File: config.mk
export PLATFORM = sky130hd
export DESIGN_NAME = eth_stream_mux
export DESIGN_NICKNAME = d
export VERILOG_FILES = /design/src/rtl/eth_stream_mux.sv
export SDC_FILE = /design/constraint.sdc
export NUM_CORES = 2
export LEC_CHECK = 0
export CORE_MARGIN = 2
export CORE_UTILIZATION = 40
export DETAILED_ROUTE_END_ITERATION = 8
export GPL_ROUTABILITY_DRIVEN = 0
export PLACE_DENSITY = 0.62
export SLEW_MARGIN = 10
export SYNTH_ARGS = -nofsm -noshare
export SYNTH_HDL_FRONTEND = slang
export SYNTH_MEMORY_MAX_BITS = 65536
export SYNTH_SLANG_ARGS = --single-unit
File: constraint.sdc
create_clock -name clk -period 9.6 [get_ports clk]
set_input_delay 2.88 -clock clk [delete_from_list [all_inputs] [get_ports clk]]
set_output_delay 2.88 -clock clk [all_outputs]
set_load 0.03 [all_outputs]
File: src/rtl/eth_stream_mux.sv
// eth_stream_mux
//   Merges NCH packet streams into one stream towards the MAC tx FIFO.
//   Each input channel feeds a show-ahead FIFO of 2**DEPTH_LOG2 beats.
//   A two-state arbiter grants whole packets round-robin. Between packets it
//   discards beats that arrive without a start-of-packet (orphans).
//
// Parameters
//   DATA_W      stream data width
//   MOD_W       empty-byte modulo width (valid on the last beat)
//   NCH         number of input channels (2..8)
//   DEPTH_LOG2  log2 of per-channel FIFO depth
//
// Ports
//   clk, rst_n                 clock, asynchronous active-low reset
//   i_data/i_mod               packed per-channel data/modulo (channel k at k*W)
//   i_sop/i_eop/i_vld, o_rdy   per-channel framing, valid and ready (FIFO not full)
//   o_data/o_mod/o_sop/o_eop   merged stream
//   o_vld, i_rdy               merged valid and sink ready
//   o_grant                    one-hot channel being forwarded, zero when idle
//   o_drop                     per-channel pulse for each discarded orphan beat
//   o_frame_cnt                per-channel forwarded-frame counters (16 bits each)
//
// Build option
//   ETH_STREAM_MUX_STAT_EN  when defined, o_frame_cnt counts forwarded frames;
//                           otherwise it is tied to zero and has no flops.
module eth_stream_mux #(
  parameter int DATA_W     = 32,
  parameter int MOD_W      = 2,
  parameter int NCH        = 2,
  parameter int DEPTH_LOG2 = 6
) (
  input  logic                  clk,
  input  logic                  rst_n,
  input  logic [NCH*DATA_W-1:0] i_data,
  input  logic [NCH*MOD_W-1:0]  i_mod,
  input  logic [NCH-1:0]        i_sop,
  input  logic [NCH-1:0]        i_eop,
  input  logic [NCH-1:0]        i_vld,
  output logic [NCH-1:0]        o_rdy,
  output logic [DATA_W-1:0]     o_data,
  output logic [MOD_W-1:0]      o_mod,
  output logic                  o_sop,
  output logic                  o_eop,
  output logic                  o_vld,
  input  logic                  i_rdy,
  output logic [NCH-1:0]        o_grant,
  output logic [NCH-1:0]        o_drop,
  output logic [NCH*16-1:0]     o_frame_cnt
);

  localparam int ENT_W = DATA_W + MOD_W + 2;
  localparam int IDX_W = (NCH > 1) ? $clog2(NCH) : 1;
  localparam logic [DEPTH_LOG2:0] FULL_CNT = (DEPTH_LOG2+1)'(1 << DEPTH_LOG2);

  typedef enum logic {IDLE, FWD} state_t;

  state_t           state_q, state_d;
  logic [IDX_W-1:0] grant_q, grant_d;
  logic [IDX_W-1:0] last_q, last_d;
  logic [IDX_W-1:0] cand;
  logic             found;

  logic [NCH-1:0]   wr_en;
  logic [NCH-1:0]   pop;
  logic [NCH-1:0]   not_empty;
  logic [NCH-1:0]   head_sop;
  logic [NCH-1:0]   head_eop;
  logic [ENT_W-1:0] head [NCH];
  logic [ENT_W-1:0] sel_head;
  logic             fwd;

  // Per-channel show-ahead FIFO: entry = {data, mod, sop, eop}
  for (genvar k = 0; k < NCH; k++) begin : g_ch
    logic [ENT_W-1:0]      mem [2**DEPTH_LOG2];
    logic [DEPTH_LOG2-1:0] wr_ptr;
    logic [DEPTH_LOG2-1:0] rd_ptr;
    logic [DEPTH_LOG2:0]   cnt;

    // Ready is pure occupancy, so a full FIFO stays not-ready in the cycle it is popped.
    assign o_rdy[k]     = (cnt != FULL_CNT);
    assign wr_en[k]     = i_vld[k] & o_rdy[k];
    assign not_empty[k] = (cnt != '0);
    assign head[k]      = mem[rd_ptr];
    assign head_sop[k]  = head[k][1];
    assign head_eop[k]  = head[k][0];

    always_ff @(posedge clk) begin
      if (wr_en[k]) begin
        mem[wr_ptr] <= {i_data[k*DATA_W +: DATA_W], i_mod[k*MOD_W +: MOD_W], i_sop[k], i_eop[k]};
      end
    end

    always_ff @(posedge clk or negedge rst_n) begin
      if (!rst_n) begin
        wr_ptr <= '0;
        rd_ptr <= '0;
        cnt    <= '0;
      end else begin
        if (wr_en[k]) wr_ptr <= wr_ptr + 1'b1;
        if (pop[k])   rd_ptr <= rd_ptr + 1'b1;
        case ({wr_en[k], pop[k]})
          2'b10:   cnt <= cnt + 1'b1;
          2'b01:   cnt <= cnt - 1'b1;
          default: cnt <= cnt;
        endcase
      end
    end
  end

  // Arbiter state
  always_ff @(posedge clk or negedge rst_n) begin
    if (!rst_n) begin
      state_q <= IDLE;
      grant_q <= '0;
      last_q  <= IDX_W'(NCH-1);
    end else begin
      state_q <= state_d;
      grant_q <= grant_d;
      last_q  <= last_d;
    end
  end

  always_comb begin
    state_d = state_q;
    grant_d = grant_q;
    last_d  = last_q;
    pop     = '0;
    o_drop  = '0;
    found   = 1'b0;
    cand    = '0;
    case (state_q)
      IDLE: begin
        // Round-robin search beginning just after the last served channel.
        for (int i = 1; i <= NCH; i++) begin
          cand = IDX_W'((int'(last_q) + i) % NCH);
          if (!found && not_empty[cand] && head_sop[cand]) begin
            found   = 1'b1;
            grant_d = cand;
            state_d = FWD;
          end
        end
        // Orphans drain one beat per cycle on every affected channel in parallel.
        for (int k = 0; k < NCH; k++) begin
          if (not_empty[k] && !head_sop[k]) begin
            pop[k]    = 1'b1;
            o_drop[k] = 1'b1;
          end
        end
      end
      FWD: begin
        if (not_empty[grant_q] && i_rdy) begin
          pop[grant_q] = 1'b1;
          if (head_eop[grant_q]) begin
            state_d = IDLE;
            last_d  = grant_q;
          end
        end
      end
      default: state_d = IDLE;
    endcase
  end

  // Merged output: head of the granted FIFO, forced to zero while idle
  assign fwd      = (state_q == FWD);
  assign sel_head = head[grant_q];
  assign o_vld    = fwd & not_empty[grant_q];
  assign o_data   = fwd ? sel_head[ENT_W-1 -: DATA_W] : '0;
  assign o_mod    = fwd ? sel_head[MOD_W+1:2] : '0;
  assign o_sop    = fwd & sel_head[1];
  assign o_eop    = fwd & sel_head[0];
  assign o_grant  = fwd ? (NCH'(1) << grant_q) : '0;

`ifdef ETH_STREAM_MUX_STAT_EN
  logic [15:0] frame_cnt_q [NCH];

  always_ff @(posedge clk or negedge rst_n) begin
    if (!rst_n) begin
      for (int k = 0; k < NCH; k++) frame_cnt_q[k] <= '0;
    end else if (o_vld && i_rdy && o_eop) begin
      frame_cnt_q[grant_q] <= frame_cnt_q[grant_q] + 16'd1;
    end
  end

  for (genvar k = 0; k < NCH; k++) begin : g_cnt
    assign o_frame_cnt[k*16 +: 16] = frame_cnt_q[k];
  end
`else
  assign o_frame_cnt = '0;
`endif

endmodule

# Word-level counts from Yosys, hierarchy flattened
# Memories as Yosys holds them, arrays and structs flattened.
# Cells that the tools add are included.
dict set report totals {
  romBits 0
  input_bits 77
  reg_bits 41
  latch_bits 0
  ramBits 4608
  memories 2
}
dict set report op_classes {
  multipliers 0
  n_shift 1
  n_addsub 10
  n_mux 39
  reduce_logical 17
  div 0
  n_eq_ne 6
  order_cmp 5
  n_bitwise 7
}
# name depth width read_ports rd_clocked_by_memory_dff write_ports line
set mem_list {}
lappend mem_list {{g_ch[0].mem} 64 36 1 0 1 74} ;# logic [ENT_W-1:0] mem [2**DEPTH_LOG2];
lappend mem_list {{g_ch[1].mem} 64 36 1 0 1 74}
# cell n
set op_table {}
lappend op_table {{36-bit 2-to-1 mux} 3}
lappend op_table {{32-bit 2-to-1 mux} 1}
lappend op_table {{7-bit case mux with 2 select lines} 2}
lappend op_table {{1-bit 2-to-1 mux} 26}
lappend op_table {{6-bit by 1-bit adder with 6-bit output (second input constant)} 4}
lappend op_table {{7-bit by 1-bit adder with 7-bit output (second input constant)} 2}
lappend op_table {{7-bit != test (second input constant)} 2}
lappend op_table {{7-bit nonzero test} 2}
lappend op_table {{7-bit by 1-bit subtractor with 7-bit output (second input constant)} 2}
lappend op_table {{2-bit 2-to-1 mux} 4}
lappend op_table {{1-bit logical AND} 7}
lappend op_table {{1-bit by 2-bit less-than comparator with 1-bit output (second input constant)} 3}
lappend op_table {{2-bit nonzero test} 3}
lappend op_table {{1-bit AND} 5}
lappend op_table {{2-bit by 1-bit == test with 1-bit output (second input constant)} 2}
lappend op_table {{2-bit == test (second input constant)} 2}
lappend op_table {{2-bit case mux with 2 select lines} 1}
lappend op_table {{1-bit logical NOT} 3}
lappend op_table {{3-bit AND reduction} 1}
lappend op_table {{1-bit adder (second input constant)} 2}
lappend op_table {{2-bit >= comparator (second input constant)} 1}
lappend op_table {{1-bit inverter with 2-bit output} 1}
lappend op_table {{1-bit case mux with 2 select lines} 1}
lappend op_table {{2-bit AND reduction} 1}
lappend op_table {{other kinds (4)} 4}

# Depth between registers and ports, before layout
dict set report depth {
  word_depth 11
  mapped_depth 21
  mapped_depth_nobuf 16
}

# Worst setup path before layout
# OpenSTA, ideal clock, no wires.
dict set report synth_path {
  path_kind {register -> output}
  start {register g_ch[1].rd_ptr[1]}
  end {output o_data[0]}
  t_required_ps 6720
  arrival_time_ps 2868
  path_slack_ps 3852
  n_path_buf 3
  path_stages_with_launch 8
  cell_sequence {dfrtp_1 -> buf_2 -> buf_1 -> buf_1 -> mux4_2 -> mux4_2 -> mux4_2 -> a22o_1}
}
dict set report synth_between {
  elab_chain_cells 5
}
# element line
set synth_lines {}
lappend synth_lines {{from (decl)} 76} ;# logic [DEPTH_LOG2-1:0] rd_ptr;
lappend synth_lines {{from (signal assigned)} 100} ;# if (pop[k]) rd_ptr <= rd_ptr + 1'b1;
lappend synth_lines {{memory read 64 x 36 bit} -}
lappend synth_lines {{36-bit 2-to-1 mux (implied by the code) (3 in a row)} 165} ;# assign sel_head = head[grant_q];
lappend synth_lines {{32-bit 2-to-1 mux} 167} ;# assign o_data = fwd ? sel_head[ENT_W-1 -: DATA_W] : '0;
lappend synth_lines {{to (decl)} 40} ;# output logic [DATA_W-1:0] o_data,
# Every way passes these cells. The select of a mux whose other input is x is not followed.

# Final worst setup path
dict set report layout_path {
  start {register g_ch[0].rd_ptr[0]}
  end {output o_data[25]}
}
dict set report layout_between {
  elab_chain_cells 5
}
# element line
set layout_lines {}
lappend layout_lines {{from (decl)} 76}
lappend layout_lines {{from (signal assigned)} 100}
lappend layout_lines {{memory read 64 x 36 bit} -}
lappend layout_lines {{36-bit 2-to-1 mux (implied by the code) (3 in a row)} 165}
lappend layout_lines {{32-bit 2-to-1 mux} 167}
# Every way passes these cells. The select of a mux whose other input is x is not followed.

==> impl_results.html <==
<table>
<tr><th>Metric</th><th>Value</th></tr>
<tr><th colspan="2">Timing</th></tr>
<tr><td>RSZ-0062 raised after global routing</td><td>false</td></tr>
<tr><td>Worst-case clock skew</td><td>around 0.072 ns</td></tr>
<tr><td>Worst rel slew slack</td><td>0.169</td></tr>
<tr><td>Max Slew Vio Count</td><td>0</td></tr>
<tr><td>Final hold slack</td><td>0.506 ns</td></tr>
<tr><td>Final Hold Vio Count</td><td>0</td></tr>
<tr><td>Final setup violation count</td><td>0</td></tr>
<tr><td>Final Critical Period</td><td>8.58 ns</td></tr>
<tr><td>Post-route setup slack</td><td>1.02 ns</td></tr>
<tr><td>Final Cycle Share</td><td>0.894</td></tr>
<tr><td>Fmax</td><td>between 0.1 and 0.15 GHz</td></tr>
<tr><td>Slew at the pin closest to its max-slew limit</td><td>about 1.2 ns</td></tr>
<tr><td>Final sum of negative setup slack</td><td>0 ns</td></tr>
<tr><th colspan="2">Finish</th></tr>
<tr><td>Layout overhead on the synthesized area</td><td>13.4%</td></tr>
<tr><td>Share of cells above drive strength 1</td><td>0.324</td></tr>
<tr><td>Number of filler cells placed in the layout</td><td>about 36k</td></tr>
<tr><td>Total number of nets in the final design</td><td>between 7k and 8k</td></tr>
<tr><td>Non-Filler Instances</td><td>13.8k</td></tr>
<tr><td>Area of the multi-input gates</td><td>approximately 38000 um2</td></tr>
<tr><td>Seq. cell area</td><td>139000 um2</td></tr>
<tr><td>Most frequent cells in the layout</td><td>sky130_fd_sc_hd__edfxtp_1, sky130_fd_sc_hd__mux4_2, sky130_fd_sc_hd__clkbuf_16</td></tr>
<tr><td>Most common library cell in the layout ignoring fill and taps</td><td>sky130_fd_sc_hd__edfxtp_1</td></tr>
<tr><th colspan="2">Synth</th></tr>
<tr><td>Largest cells by area after synthesis</td><td>sky130_fd_sc_hd__edfxtp_1, sky130_fd_sc_hd__mux4_2, sky130_fd_sc_hd__dfrtp_1, sky130_fd_sc_hd__buf_2, sky130_fd_sc_hd__nor2_1</td></tr>
<tr><td>Cell area after synthesis</td><td>approximately 180000 um2</td></tr>
<tr><td>Post-synth top area share</td><td>0.777</td></tr>
<tr><td>Top cell type by total area after synthesis</td><td>sky130_fd_sc_hd__edfxtp_1</td></tr>
<tr><td>Count of distinct cell types in the synthesized netlist</td><td>56</td></tr>
<tr><td>Sequential cell area fraction in the yosys report</td><td>0.783</td></tr>
<tr><td>Fraction of registers with async set or reset after synthesis</td><td>0.00882</td></tr>
<tr><td>Mapped Cells</td><td>just over 7k</td></tr>
<tr><td>Total of flip-flops plus latches after synthesis</td><td>4649</td></tr>
<tr><td>YS warnings</td><td>0</td></tr>
<tr><td>Number of enable flip-flop cells after synthesis</td><td>~4.6k</td></tr>
<tr><td>Commonest register cell after synthesis</td><td>sky130_fd_sc_hd__edfxtp_1</td></tr>
<tr><td>Mean area per synthesized cell</td><td>about 25 um2</td></tr>
<tr><th colspan="2">Setup path</th></tr>
<tr><td>End point of the critical path</td><td>o_data[25]</td></tr>
<tr><td>Launch instance of the worst register-to-register path</td><td>g_ch[1].rd_ptr[0]</td></tr>
<tr><td>CP arrival</td><td>roughly 5.7 ns</td></tr>
<tr><td>Launching element type of the critical path</td><td>flop</td></tr>
<tr><td>CP Launch Point</td><td>g_ch[0].rd_ptr[0]</td></tr>
<tr><td>Cells on worst reg2reg path</td><td>18</td></tr>
<tr><td>CP required</td><td>about 6.7 ns</td></tr>
<tr><td>Kind of critical path</td><td>reg2out</td></tr>
<tr><td>Sort of element at the end of the critical path</td><td>output pin</td></tr>
<tr><td>Maximum fanout encountered on the critical timing path</td><td>66</td></tr>
<tr><td>Worst r2r dst</td><td>g_ch[1].cnt[6]</td></tr>
<tr><td>Minimum setup slack among reg-to-reg paths</td><td>around 3.5 ns</td></tr>
<tr><th colspan="2">Die</th></tr>
<tr><td>Chip height</td><td>671 um</td></tr>
<tr><td>Core area</td><td>442000 um2</td></tr>
<tr><td>Num rows</td><td>244</td></tr>
<tr><td>Initial core utilization</td><td>0.402</td></tr>
<tr><td>Full die area</td><td>roughly 450000 um2</td></tr>
<tr><td>I/O pin count</td><td>approximately 150</td></tr>
<tr><td>Die extent in x</td><td>between 600 and 700 um</td></tr>
<tr><th colspan="2">Clocking</th></tr>
<tr><td>Worst skew pair latency</td><td>around 1.0 ns</td></tr>
<tr><td>Maximum level of the CTS H-tree</td><td>5</td></tr>
<tr><td>Hold bufs inserted after CTS</td><td>0</td></tr>
<tr><td>Number of gates given a new drive strength after cts</td><td>0</td></tr>
<tr><td>TritonCTS clock tree</td><td>built</td></tr>
<tr><td>Maximum buffer depth of the clock tree</td><td>4</td></tr>
<tr><td>Total CTS buffers</td><td>approximately 460</td></tr>
<tr><td>CTS root buf</td><td>sky130_fd_sc_hd__clkbuf_16</td></tr>
<tr><td>Clock slew at the register clock pins of the worst setup and hold paths</td><td>roughly 0.060 ns</td></tr>
<tr><td>Clock Sink Count</td><td>between 4k and 5k</td></tr>
<tr><td>Post-CTS Setup Repair Bufs</td><td>0</td></tr>
<tr><th colspan="2">Global routing</th></tr>
<tr><td>Global routing met1 resource utilization</td><td>0.265</td></tr>
<tr><td>Antenna violations before repair</td><td>65</td></tr>
<tr><td>GRT overflow</td><td>0</td></tr>
<tr><td>Largest net degree at the start of global routing</td><td>130</td></tr>
<tr><td>Met2 track utilization from global routing</td><td>0.338</td></tr>
<tr><td>Global routing usage summed across all routing layers</td><td>0.196</td></tr>
<tr><td>Number of global-route vias before repair</td><td>between 80k and 90k</td></tr>
<tr><td>GRT met3 Usage</td><td>0.0294</td></tr>
<tr><td>Highest-utilization routing layer at the global route stage</td><td>met2</td></tr>
<tr><td>First-pass GRT wire length</td><td>629000 um</td></tr>
<tr><th colspan="2">Routing</th></tr>
<tr><td>Average detailed-routed wire length per instance</td><td>roughly 33 um</td></tr>
<tr><td>Total vias in the final route</td><td>79.5k</td></tr>
<tr><td>Iteration-0 DRC Markers</td><td>slightly below 10k</td></tr>
<tr><td>Routed wire length</td><td>447000 um</td></tr>
<tr><td>Number of routed nets with antenna violations</td><td>0</td></tr>
<tr><td>Number of remaining DRC errors</td><td>0</td></tr>
<tr><td>Iteration count of the initial detailed-routing pass</td><td>5</td></tr>
<tr><td>Post-detailed-route via-to-cell ratio</td><td>just under 6</td></tr>
<tr><th colspan="2">Job</th></tr>
<tr><td>Max_cap viols</td><td>0</td></tr>
<tr><th colspan="2">Placement</th></tr>
<tr><td>Worst Setup Slack post-DPL</td><td>about 2.0 ns</td></tr>
<tr><td>Half-perimeter wire length after detailed placement</td><td>239000 um</td></tr>
<tr><td>Buffers added on ports</td><td>roughly 120</td></tr>
<tr><td>Placed instance count</td><td>roughly 13k</td></tr>
<tr><th colspan="2">Power and ir drop</th></tr>
<tr><td>Pwr Density</td><td>289 nW/um2</td></tr>
<tr><td>Maximum vdd ir drop</td><td>0.262 mV</td></tr>
<tr><td>Total leakage power</td><td>just over 60 nW</td></tr>
<tr><td>Total chip power</td><td>roughly 0.058 W</td></tr>
<tr><th colspan="2">Worst hold path</th></tr>
<tr><td>Class of the tightest hold or removal check</td><td>reg2reg</td></tr>
<tr><th colspan="2">Run status</th></tr>
<tr><td>Result of the run</td><td>completed</td></tr>
</table>
## cell families (layout without fill, tap and decap cells)
| kind of cell | Yosys count | after routing | synth area share |
|---|---|---|---|
| adder cells (fa/ha/maj) | 14 | 14 | 0.00103 |
| AO/OA/AOI/OAI | 114 | 114 | 0.00449 |
| XOR/XNOR | 35 | 35 | 0.00172 |
| other | 1 | 43 | 0.0000211 |
| AND/OR/NAND/NOR | 284 | 284 | 0.00697 |
| multiplexers | 1547 | 1547 | 0.191 |
| buffers and inverters | 416 | 1172 | 0.0116 |
| flip-flops | 4649 | 4649 | 0.783 |
## registers in the layout, summed over array words and instances, names as in the netlist
register / cells
last_q: 1
g_ch.mem: 4608
g_ch.cnt: 14
fwd: 1
g_ch.rd_ptr: 12
grant_q: 1
g_ch.wr_ptr: 12
## cell type report
| type | count | share of cell area |
|---|---|---|
| Antenna cell | 11 | 0.000136 |
| Clock buffer | 586 | 0.0601 |
| Clock inverter | 249 | 0.0115 |
| Inverter | 12 | 0.000223 |
| Multi-Input combinational cell | 2026 | 0.186 |
| Sequential cell | 4649 | 0.691 |
| Tap cell | 5904 | 0.0366 |
| Timing Repair Buffer | 325 | 0.0141 |
## worst min-delay path by stage
stage / from / end / slack, ns / cells after the start
after floorplan: g_ch[1].wr_ptr[2] / g_ch[1].wr_ptr[2] / 0.46 / 1
after global placement: g_ch[0].wr_ptr[2] / g_ch[0].wr_ptr[2] / 0.48 / 1
after detailed placement: g_ch[0].wr_ptr[2] / g_ch[0].wr_ptr[2] / 0.49 / 1
after CTS: g_ch[0].wr_ptr[2] / g_ch[0].wr_ptr[2] / 0.50 / 1
after global routing: g_ch[1].wr_ptr[2] / g_ch[1].wr_ptr[2] / 0.52 / 1
final: g_ch[0].wr_ptr[2] / g_ch[0].wr_ptr[2] / 0.51 / 1
## critical path, stage by stage (launching register included)
cell and delay (ns):
sky130_fd_sc_hd__dfrtp_4 0.85, sky130_fd_sc_hd__buf_12 0.49, sky130_fd_sc_hd__buf_12 0.49, sky130_fd_sc_hd__mux4_2 0.58
sky130_fd_sc_hd__mux4_2 0.47, sky130_fd_sc_hd__mux2_2 0.34, sky130_fd_sc_hd__nand2_1 0.10, sky130_fd_sc_hd__o21ai_0 0.31
sky130_fd_sc_hd__a22o_1 0.31, sky130_fd_sc_hd__clkdlybuf4s50_1 0.59
## layer usage
metal / vias up / share of wire / routed length, um
li1: 31600 / - / -
met2: 3345 / 0.51 / 229000
met5: - / 0.00028 / 125
met4: 18 / 0.021 / 9350
met3: 659 / 0.073 / 32500
met1: 43900 / 0.39 / 176000
## stage by stage
step	instance area, um2	utilization
detailed placement	187000	0.423
CTS	202000	0.456
global route	202000	0.456
global placement	187000	0.423
floorplan	178000	-
finish	202000	0.456
## power breakdown
part	internal [W]	total [W]	switching [W]
clock network	0.00970	0.0173	0.00761
logic	0.00789	0.0172	0.00928
registers	0.0231	0.0238	0.000669
total	0.0407	0.0583	0.0176
## synthesized netlist by cell type, types with 28 or more instances
| cell | number |
|---|---|
| sky130_fd_sc_hd__buf_4 | 52 |
| sky130_fd_sc_hd__nand2_1 | 56 |
| sky130_fd_sc_hd__buf_2 | 151 |
| sky130_fd_sc_hd__dfrtp_1 | 40 |
| sky130_fd_sc_hd__mux2_2 | 28 |
| sky130_fd_sc_hd__mux2i_1 | 42 |
| sky130_fd_sc_hd__buf_1 | 51 |
| sky130_fd_sc_hd__edfxtp_1 | 4608 |
| sky130_fd_sc_hd__a22o_1 | 35 |
| sky130_fd_sc_hd__mux4_2 | 1476 |
| sky130_fd_sc_hd__o21ai_0 | 33 |
| sky130_fd_sc_hd__nor2_1 | 157 |
| sky130_fd_sc_hd__clkbuf_1 | 134 |
Note: power is estimated with default switching activity, not from simulation.
